[src/rtl/lsu_pkg.sv]
// lsu_pkg
// Constants and state encoding for the load/store unit. The data memory and
// the execute stage import the same package so widths and depth stay in sync.
//   DATA_W    : data width, one memory word
//   ADDR_W    : memory word address width
//   EA_W      : width of base, offset and effective address
//   MEM_DEPTH : number of words in the data memory
//   lsu_state_e : IDLE / ACCESS / RESP
package lsu_pkg;

   localparam int DATA_W    = 8;
   localparam int ADDR_W    = 5;
   localparam int EA_W      = 8;
   localparam int MEM_DEPTH = 32;

   typedef enum logic [1:0] {
      IDLE   = 2'd0,
      ACCESS = 2'd1,
      RESP   = 2'd2
   } lsu_state_e;

endpackage

[src/rtl/lsu_addr_gen.sv]
// lsu_addr_gen
// Combinational effective-address adder and range check.
//   base      : unsigned base address (EA_W bits)
//   offset    : two's complement offset (EA_W bits)
//   word_addr : low ADDR_W bits of the effective address
//   fault     : effective address lies outside the memory
// Optional feature: macro LSU_FAULT_EN enables the range check. Without it,
// fault is constant 0 and addresses alias modulo MEM_DEPTH.
module lsu_addr_gen
   import lsu_pkg::*;
(
   input  logic [EA_W-1:0]   base,
   input  logic [EA_W-1:0]   offset,
   output logic [ADDR_W-1:0] word_addr,
   output logic              fault
);

   logic [EA_W-1:0] ea;

   // Plain EA_W-bit add: a negative offset is just its two's complement
   // bit pattern, and the carry out is dropped so 0xFF + 0x02 wraps to 0x01.
   always_comb begin
      ea = base + offset;
   end

   assign word_addr = ea[ADDR_W-1:0];

`ifdef LSU_FAULT_EN
   // Any set bit above the word address means the access is past the end
   // of the 32-word memory.
   assign fault = |ea[EA_W-1:ADDR_W];
`else
   // High address bits are intentionally dropped (aliasing mod 32).
   logic unused_high_bits;
   assign unused_high_bits = |ea[EA_W-1:ADDR_W];
   assign fault            = 1'b0;
`endif

endmodule

[src/rtl/load_store_unit.sv]
// load_store_unit
// Memory-access stage between execute and the 32x8 data memory. Takes one
// load/store per valid/ready handshake, spends one cycle driving the memory
// and returns a response held under backpressure.
//   Clk, Reset        : clock, synchronous active-low reset
//   Req_*             : request handshake, write flag, base, offset, store data
//   Resp_*            : response handshake, load data, fault flag
//   Mem_addr/Mem_data_in/Mem_en : memory address, write data, write strobe
//   Mem_data_out      : combinational read data from the memory
// Optional feature: macro LSU_FAULT_EN (out-of-range accesses fault).
module load_store_unit
   import lsu_pkg::*;
(
   input  logic              Clk,
   input  logic              Reset,
   input  logic              Req_valid,
   output logic              Req_ready,
   input  logic              Req_write,
   input  logic [EA_W-1:0]   Req_base,
   input  logic [EA_W-1:0]   Req_offset,
   input  logic [DATA_W-1:0] Req_wdata,
   output logic              Resp_valid,
   input  logic              Resp_ready,
   output logic [DATA_W-1:0] Resp_rdata,
   output logic              Resp_fault,
   output logic [ADDR_W-1:0] Mem_addr,
   output logic [DATA_W-1:0] Mem_data_in,
   output logic              Mem_en,
   input  logic [DATA_W-1:0] Mem_data_out
);

   lsu_state_e        state_q, state_d;
   logic              write_q, write_d;
   logic              pend_fault_q, pend_fault_d;
   logic [ADDR_W-1:0] mem_addr_q, mem_addr_d;
   logic [DATA_W-1:0] mem_data_in_q, mem_data_in_d;
   logic              mem_en_q, mem_en_d;
   logic              resp_valid_q, resp_valid_d;
   logic [DATA_W-1:0] rdata_q, rdata_d;
   logic              fault_q, fault_d;

   logic [ADDR_W-1:0] gen_addr;
   logic              gen_fault;
   logic              req_accept;

   lsu_addr_gen u_addr_gen (
      .base      (Req_base),
      .offset    (Req_offset),
      .word_addr (gen_addr),
      .fault     (gen_fault)
   );

   // Ready only while idle and out of reset, so nothing is accepted in the
   // same cycle a reset is being applied.
   assign req_accept = Req_valid && Req_ready;

   // Next-state logic. Memory port values are captured on the accept edge so
   // they are already valid for the whole ACCESS cycle; the write strobe is
   // raised only for an in-range store and dropped again on leaving ACCESS.
   always_comb begin
      state_d       = state_q;
      write_d       = write_q;
      pend_fault_d  = pend_fault_q;
      mem_addr_d    = mem_addr_q;
      mem_data_in_d = mem_data_in_q;
      mem_en_d      = 1'b0;
      resp_valid_d  = resp_valid_q;
      rdata_d       = rdata_q;
      fault_d       = fault_q;
      case (state_q)
         IDLE: begin
            if (req_accept) begin
               state_d      = ACCESS;
               write_d      = Req_write;
               pend_fault_d = gen_fault;
               mem_addr_d   = gen_addr;
               mem_en_d     = Req_write && !gen_fault;
               if (Req_write) begin
                  mem_data_in_d = Req_wdata;
               end
            end
         end
         ACCESS: begin
            // Stores and faulted accesses return zero data.
            state_d      = RESP;
            resp_valid_d = 1'b1;
            fault_d      = pend_fault_q;
            rdata_d      = (write_q || pend_fault_q) ? '0 : Mem_data_out;
         end
         RESP: begin
            if (Resp_ready) begin
               state_d      = IDLE;
               resp_valid_d = 1'b0;
            end
         end
         default: begin
            state_d      = IDLE;
            resp_valid_d = 1'b0;
         end
      endcase
   end

   // State and output registers; reset drops any in-flight request and
   // clears every registered output.
   always_ff @(posedge Clk) begin
      if (!Reset) begin
         state_q       <= IDLE;
         write_q       <= 1'b0;
         pend_fault_q  <= 1'b0;
         mem_addr_q    <= '0;
         mem_data_in_q <= '0;
         mem_en_q      <= 1'b0;
         resp_valid_q  <= 1'b0;
         rdata_q       <= '0;
         fault_q       <= 1'b0;
      end else begin
         state_q       <= state_d;
         write_q       <= write_d;
         pend_fault_q  <= pend_fault_d;
         mem_addr_q    <= mem_addr_d;
         mem_data_in_q <= mem_data_in_d;
         mem_en_q      <= mem_en_d;
         resp_valid_q  <= resp_valid_d;
         rdata_q       <= rdata_d;
         fault_q       <= fault_d;
      end
   end

   // Reset gates the strobe directly so a reset arriving during a store's
   // ACCESS cycle keeps the memory from being written at that edge.
   assign Mem_en      = mem_en_q && Reset;
   assign Req_ready   = (state_q == IDLE) && Reset;
   assign Mem_addr    = mem_addr_q;
   assign Mem_data_in = mem_data_in_q;
   assign Resp_valid  = resp_valid_q;
   assign Resp_rdata  = rdata_q;
   assign Resp_fault  = fault_q;

endmodule

[config.mk]
export PLATFORM = sky130hd
export DESIGN_NAME = load_store_unit
export DESIGN_NICKNAME = d
export VERILOG_FILES = /design/src/rtl/lsu_pkg.sv /design/src/rtl/lsu_addr_gen.sv /design/src/rtl/load_store_unit.sv
export SDC_FILE = /design/constraint.sdc
export NUM_CORES = 1
export LEC_CHECK = 0
export BUFFER_PORTS_ARGS = -buffer_cell sky130_fd_sc_hd__buf_4
export CAP_MARGIN = 0
export CORE_UTILIZATION = 41
export DETAILED_ROUTE_END_ITERATION = 6
export PLACE_DENSITY = 0.73
export SETUP_SLACK_MARGIN = 0.5
export SYNTH_ARGS = -nofsm -noshare
export SYNTH_HDL_FRONTEND = slang
export SYNTH_HIERARCHICAL = 1
export SYNTH_SLANG_ARGS = --single-unit
[constraint.sdc]
create_clock -name Clk -period 2.6 [get_ports Clk]
set_input_delay 0.26 -clock Clk [delete_from_list [all_inputs] [get_ports Clk]]
set_output_delay 0.26 -clock Clk [all_outputs]
set_load 0.03 [all_outputs]
# == Word level (Yosys, flattened, before mapping) ==
# Cells that the tools add are included.
# classes
bitwise_logic,1
n_mux,6
add_sub_neg,1
n_reduce_logical,9
eq_ne,4
# ops
operator,count
8-bit two-way mux,1
2-bit one-hot mux with 3 select lines,1
2-bit AND reduction,3
3-bit AND reduction,2
5-bit adder,1
2-bit two-way mux,2
2-bit inequality test (second input constant),2
1-bit logical AND,3
1-bit one-hot mux with 3 select lines,1
2-bit by 1-bit equality test with 1-bit output (second input constant),1
2-bit equality test (second input constant),1
2-bit logical NOT,1
1-bit two-way mux,1
1-bit NOT,1
# word_totals
regBits,26
input_bits,37
word_cells,28
output_inout_bits,25

# == Logic depth before layout (Yosys ltp) ==
# depth
depth_word,5
depth_mapped,8
mapped_depth_nobuf,8

# == Modules after synthesis ==
# Netlist, hierarchy kept.
# by_module_without_submodules
module,seq_area_each_um2,area_per_inst_um2,cells_per_inst,n_inst
load_store_unit,560.5,1052.3,104,1
lsu_addr_gen,0.0,170.2,21,1

# == Worst setup path before layout ==
# No wires, ideal clock.
# synth_path
kind,input-to-output
start,in Reset
end,out Req_ready
t_required_ns,2.340
path_buffers,2
arrival_ns,1.499
path_stages,3
setup_slack_ns,0.841
cell_sequence,clkbuf_1 clkbuf_1 nor3b_1
# synth_via
elab_chain_cells,1
# synth_rtl
element,line_no,text
start: declaration,load_store_unit.sv:15,"input logic Reset,"
1-bit logical AND,load_store_unit.sv:132,assign Req_ready = (state_q == IDLE) && Reset;
end: declaration,load_store_unit.sv:17,"output logic Req_ready,"
# No other way between the ends.

# == Worst setup path in the final report ==
# layout_path
start,reg state_q[0]
end,reg mem_data_in_q[6] (netlist: Mem_data_in[6])
# layout_via
elab_chain_cells,4
# layout_rtl
element,line_no,text
start: declaration,load_store_unit.sv:32,"lsu_state_e state_q, state_d;"
start signal: assignment,load_store_unit.sv:117,state_q <= state_d;
2-bit logical NOT (*),"load_store_unit.sv:70, load_store_unit.sv:132",
1-bit logical AND,load_store_unit.sv:132,
1-bit logical AND,load_store_unit.sv:55,assign req_accept = Req_valid && Req_ready;
3-bit AND reduction (no line) (*),--,
end signal: assignment,load_store_unit.sv:121,mem_data_in_q <= mem_data_in_d;
end: declaration,load_store_unit.sv:36,"logic [DATA_W-1:0] mem_data_in_q, mem_data_in_d;"
# Mark *: on every way between the ends. The rest lies on a longest branch, timed or not.
# A chain may end at the register's enable or synchronous reset.

==> run summary <==
The number of routed nets with antenna violations is 0. The total overflow reported by the global router came out at 0. The cell sitting at the root of the clock tree is a sky130_fd_sc_hd__clkbuf_4.

The end-of-flow core utilization came out at approximately three fifths. The accumulated negative setup slack is 0 ns. For this design the static power due to leakage is ~0.74 nW. Once the clock tree was built, the resizer swapped 0 gates to a different size. After synthesis, the cell types taking the most area are sky130_fd_sc_hd__dfxtp_1 46%, sky130_fd_sc_hd__nor2b_1 8.2%, sky130_fd_sc_hd__mux2i_1 5.7%, sky130_fd_sc_hd__a22oi_1 4.9%, sky130_fd_sc_hd__ha_1 4.1%. The top-area cell type share of the netlist area is between 40% and 50%. The clock insertion delay at the later pin of the skew report is 0.31 ns. The number of antenna violations at the first check in global routing is 0. Setup repair after global routing left no endpoint under its margin. The arrival time reported for the critical path endpoint is around 1.8 ns.

Clock-pin slew was measured on the worst setup and hold paths at about 0.13 ns. The overall die area is approximately 0.0032 mm2. The number of nets produced by synthesis is approximately 170. The minimum clock period came out at about 1.5 ns.

The number of buffers inserted for hold repair after clock tree synthesis is 0. The maximum clock rate came out at about 650 MHz. The count of buffers inserted at the top-level ports is 55. The count of synthesis-stage warnings from yosys is 6. The maximum number of pins on one net before global-route repair is 30. On the final layout, the worst hold slack is ~0.15 ns.

The violation count after the first detailed-routing iteration came out at 18. The data required time of the critical path came out at 2.80 ns. The final weighted congestion in routability-driven placement is around 0.73. The cell depth of the worst flop-to-flop path came out at 4. The total routed wirelength came out at between 2 and 2.5 mm. In the final routed layout, each cell accounts on average for ~12 um. The count of endpoints failing hold in the final timing report came to 0. The cell count after synthesis is roughly 130. The clock buffer count from CTS came out at 3. Including well taps, the total number of placed cells is just over 200. The y dimension of the die is between 50 and 60 um. From left edge to right edge, the die measures roughly 57 um. Across every metal layer, demand over resource in global routing totals between 15 and 20%.

The non-filler instance count after layout is 206. The total setup violations reported at the end of the flow came out at 0. The run finished with clean final reports. The area growth from synthesis to final layout came out at 36.23%. The highest fanout seen on the critical path came out at 17.

The final layout contains ~220 nets. The number of maximum-capacitance constraint violations is 0. The first global-routing pass estimated ~4.2 mm of wire. The number of cells on the worst hold path came out at 3. Between clock sinks in the finished design, the worst skew comes to just under 0.003 ns. The number of clock sinks came out at 28.

The worst setup path is launched from a register. The number of optimization iterations in the first detailed-route pass is 4. The category of the worst setup path capture point is a register. The half-perimeter wire length of the detailed placement result is roughly 1.9 mm. The total area inside the core boundary comes to about 0.0028 mm2.

Power comes to between 800 and 900 uW. The proportion of layout cells with a drive suffix above 1 is between 30 and 40%. The ratio of routed vias to standard cells is slightly below 5. The number of setup buffers added after CTS is 0. The count of antenna diodes in the layout is 0. The peak supply drop came out at between 300 and 400 uV. The cell taking the most area after synthesis is sky130_fd_sc_hd__dfxtp_1.

The routed layout has roughly 1000 vias. After synthesis the cells add up to approximately 0.0012 mm2. The cell row count came out at 19. The unique cell type count in the Yosys netlist is 28. The average footprint of a synthesized cell came out at about 9.8 um2. Dividing the final minimum period by the clock period gives 59.53%. The initial standard-cell utilization of the core is 43.95%. The number of global-route vias before repair is slightly above 1000. After detailed routing, the number of remaining DRC violations is 0. The sequential element share of the synthesized area came out at between 40 and 50%. The number of placed I/O pins is 62. TritonCTS built the clock tree. The H-tree depth is 1. The maximum clock insertion buffer count is 2. Counting flops and latches in the post-synthesis netlist gives 28. The count of filler cells inserted in the layout is between 200 and 250.

In this run the power density over the cells is 502.9 mW/mm2. In this run the worst hold path is classified as input port to register. The critical path is of the register to register type. The number of max-slew violations in the final report is 0.
==> registers in the layout, indices dropped and copies added (netlist names) <==
register,count
state_q,2
write_q,1
Resp_fault,1
Mem_addr,5
Mem_data_in,8
Resp_valid,1
pend_fault_q,1
Resp_rdata,8
mem_en_q,1
==> critical path, cell delays in order (launching register included) <==
cell and delay (ns):
sky130_fd_sc_hd__dfxtp_1 0.41, sky130_fd_sc_hd__nor4bb_4 0.29, sky130_fd_sc_hd__buf_4 0.27, sky130_fd_sc_hd__and2_1 0.33, sky130_fd_sc_hd__o21ai_0 0.14
==> area by class of cell <==
type | instances | area, um2 | area share, %
well taps | 31 | 38.79 | 2.329
inverters | 4 | 15.01 | 0.9016
clock buffers | 3 | 22.52 | 1.352
flip-flops and latches | 28 | 560.5 | 33.66
repair buffers | 56 | 420.4 | 25.24
multi-input cells | 84 | 608.1 | 36.51
==> power by group <==
group	total [mW]	switching [mW]	leakage [nW]	internal [mW]
clock network	0.166	0.112	0.0138	0.0542
registers	0.468	0.0159	0.228	0.452
logic	0.203	0.103	0.502	0.0999
total	0.838	0.231	0.744	0.606
==> routing by layer <==
layer	GRT usage, %	routed length [um]
met2	31.09	1328
met3	2.995	129
met4	5.226	0
met5	0	0
met1	17.93	1013
==> logic make-up (layout without fill, tap and decap cells) <==
logic type	Yosys count	in the layout	share of synthesized area, %
and+or+nand+nor	44	44	21.19
AOI/OAI and AO/OA	23	23	12.69
adders and majority gates	5	5	5.732
other	1	1	0.3068
DFF	28	28	45.85
muxes	7	7	5.732
buffers and inverters	13	63	5.628
xor gates and xnor gates	4	4	2.866
==> synth_stat cells <==
cell type                   n
sky130_fd_sc_hd__dfxtp_1   28
sky130_fd_sc_hd__nor2b_1   16
sky130_fd_sc_hd__nand2_1    9
sky130_fd_sc_hd__o21ai_0    9
sky130_fd_sc_hd__a22oi_1    8
sky130_fd_sc_hd__nand3_1    8
sky130_fd_sc_hd__mux2i_1    7
sky130_fd_sc_hd__clkbuf_1   4
sky130_fd_sc_hd__ha_1       4
sky130_fd_sc_hd__inv_1      4
sky130_fd_sc_hd__xnor2_1    4
sky130_fd_sc_hd__buf_4      3
sky130_fd_sc_hd__nor2_1     3
sky130_fd_sc_hd__a21oi_2    2
sky130_fd_sc_hd__and2_1     2
sky130_fd_sc_hd__nand2b_1   2
sky130_fd_sc_hd__a21boi_0   1
sky130_fd_sc_hd__a21o_1     1
sky130_fd_sc_hd__and2b_1    1
sky130_fd_sc_hd__buf_2      1
sky130_fd_sc_hd__buf_6      1
sky130_fd_sc_hd__conb_1     1
sky130_fd_sc_hd__fa_1       1
sky130_fd_sc_hd__nor3b_1    1
sky130_fd_sc_hd__nor4b_4    1
sky130_fd_sc_hd__nor4bb_1   1
sky130_fd_sc_hd__o211a_1    1
sky130_fd_sc_hd__o21a_1     1
==> final timing paths <==
kind,slack (ns),start,to
min reg2reg,0.47,Mem_data_in[0],Mem_data_in[0]
max reg2reg,1.05,state_q[0],Mem_data_in[6]
max,1.05,state_q[0],Mem_data_in[6]
min,0.15,Req_wdata[5],Mem_data_in[5]
==> per-stage QoR <==
step           area, um2  setup WS, ns
5_1_grt             1665        0.9089
2_1_floorplan       1222        0.8411
3_3_place_gp        1643        0.9197
3_5_place_dp        1643        0.8735
6_report            1665         1.052
4_1_cts             1665         1.034
==> layout by cell type, fill, tap and decap left out <==
| cell | synthesis | routed |
|---|---|---|
| sky130_fd_sc_hd__o21ai_0 | 9 | 9 |
| sky130_fd_sc_hd__a21boi_0 | 1 | 1 |
| sky130_fd_sc_hd__nand2b_1 | 2 | 2 |
| sky130_fd_sc_hd__and2_1 | 2 | 2 |
| sky130_fd_sc_hd__dfxtp_1 | 28 | 28 |
| sky130_fd_sc_hd__nor2b_1 | 16 | 16 |
| sky130_fd_sc_hd__a21o_1 | 1 | 1 |
| sky130_fd_sc_hd__o211a_1 | 1 | 1 |
| sky130_fd_sc_hd__nand2_1 | 9 | 9 |
| sky130_fd_sc_hd__ha_1 | 4 | 4 |
| sky130_fd_sc_hd__nor2_1 | 3 | 3 |
| sky130_fd_sc_hd__nor4bb_4 | 0 | 1 |
| sky130_fd_sc_hd__nand3_1 | 8 | 8 |
| sky130_fd_sc_hd__o21a_1 | 1 | 1 |
| sky130_fd_sc_hd__a22oi_1 | 8 | 8 |
| sky130_fd_sc_hd__fa_1 | 1 | 1 |
| sky130_fd_sc_hd__xnor2_1 | 4 | 4 |
| sky130_fd_sc_hd__a21oi_2 | 2 | 2 |
| sky130_fd_sc_hd__inv_1 | 4 | 4 |
| sky130_fd_sc_hd__nor3b_1 | 1 | 1 |
| sky130_fd_sc_hd__mux2i_1 | 7 | 7 |
| sky130_fd_sc_hd__clkbuf_4 | 0 | 3 |
| sky130_fd_sc_hd__nor4b_4 | 1 | 1 |
| sky130_fd_sc_hd__buf_4 | 3 | 56 |
| sky130_fd_sc_hd__conb_1 | 1 | 1 |
| sky130_fd_sc_hd__and2b_1 | 1 | 1 |
Power figures use the tool's default switching activity.
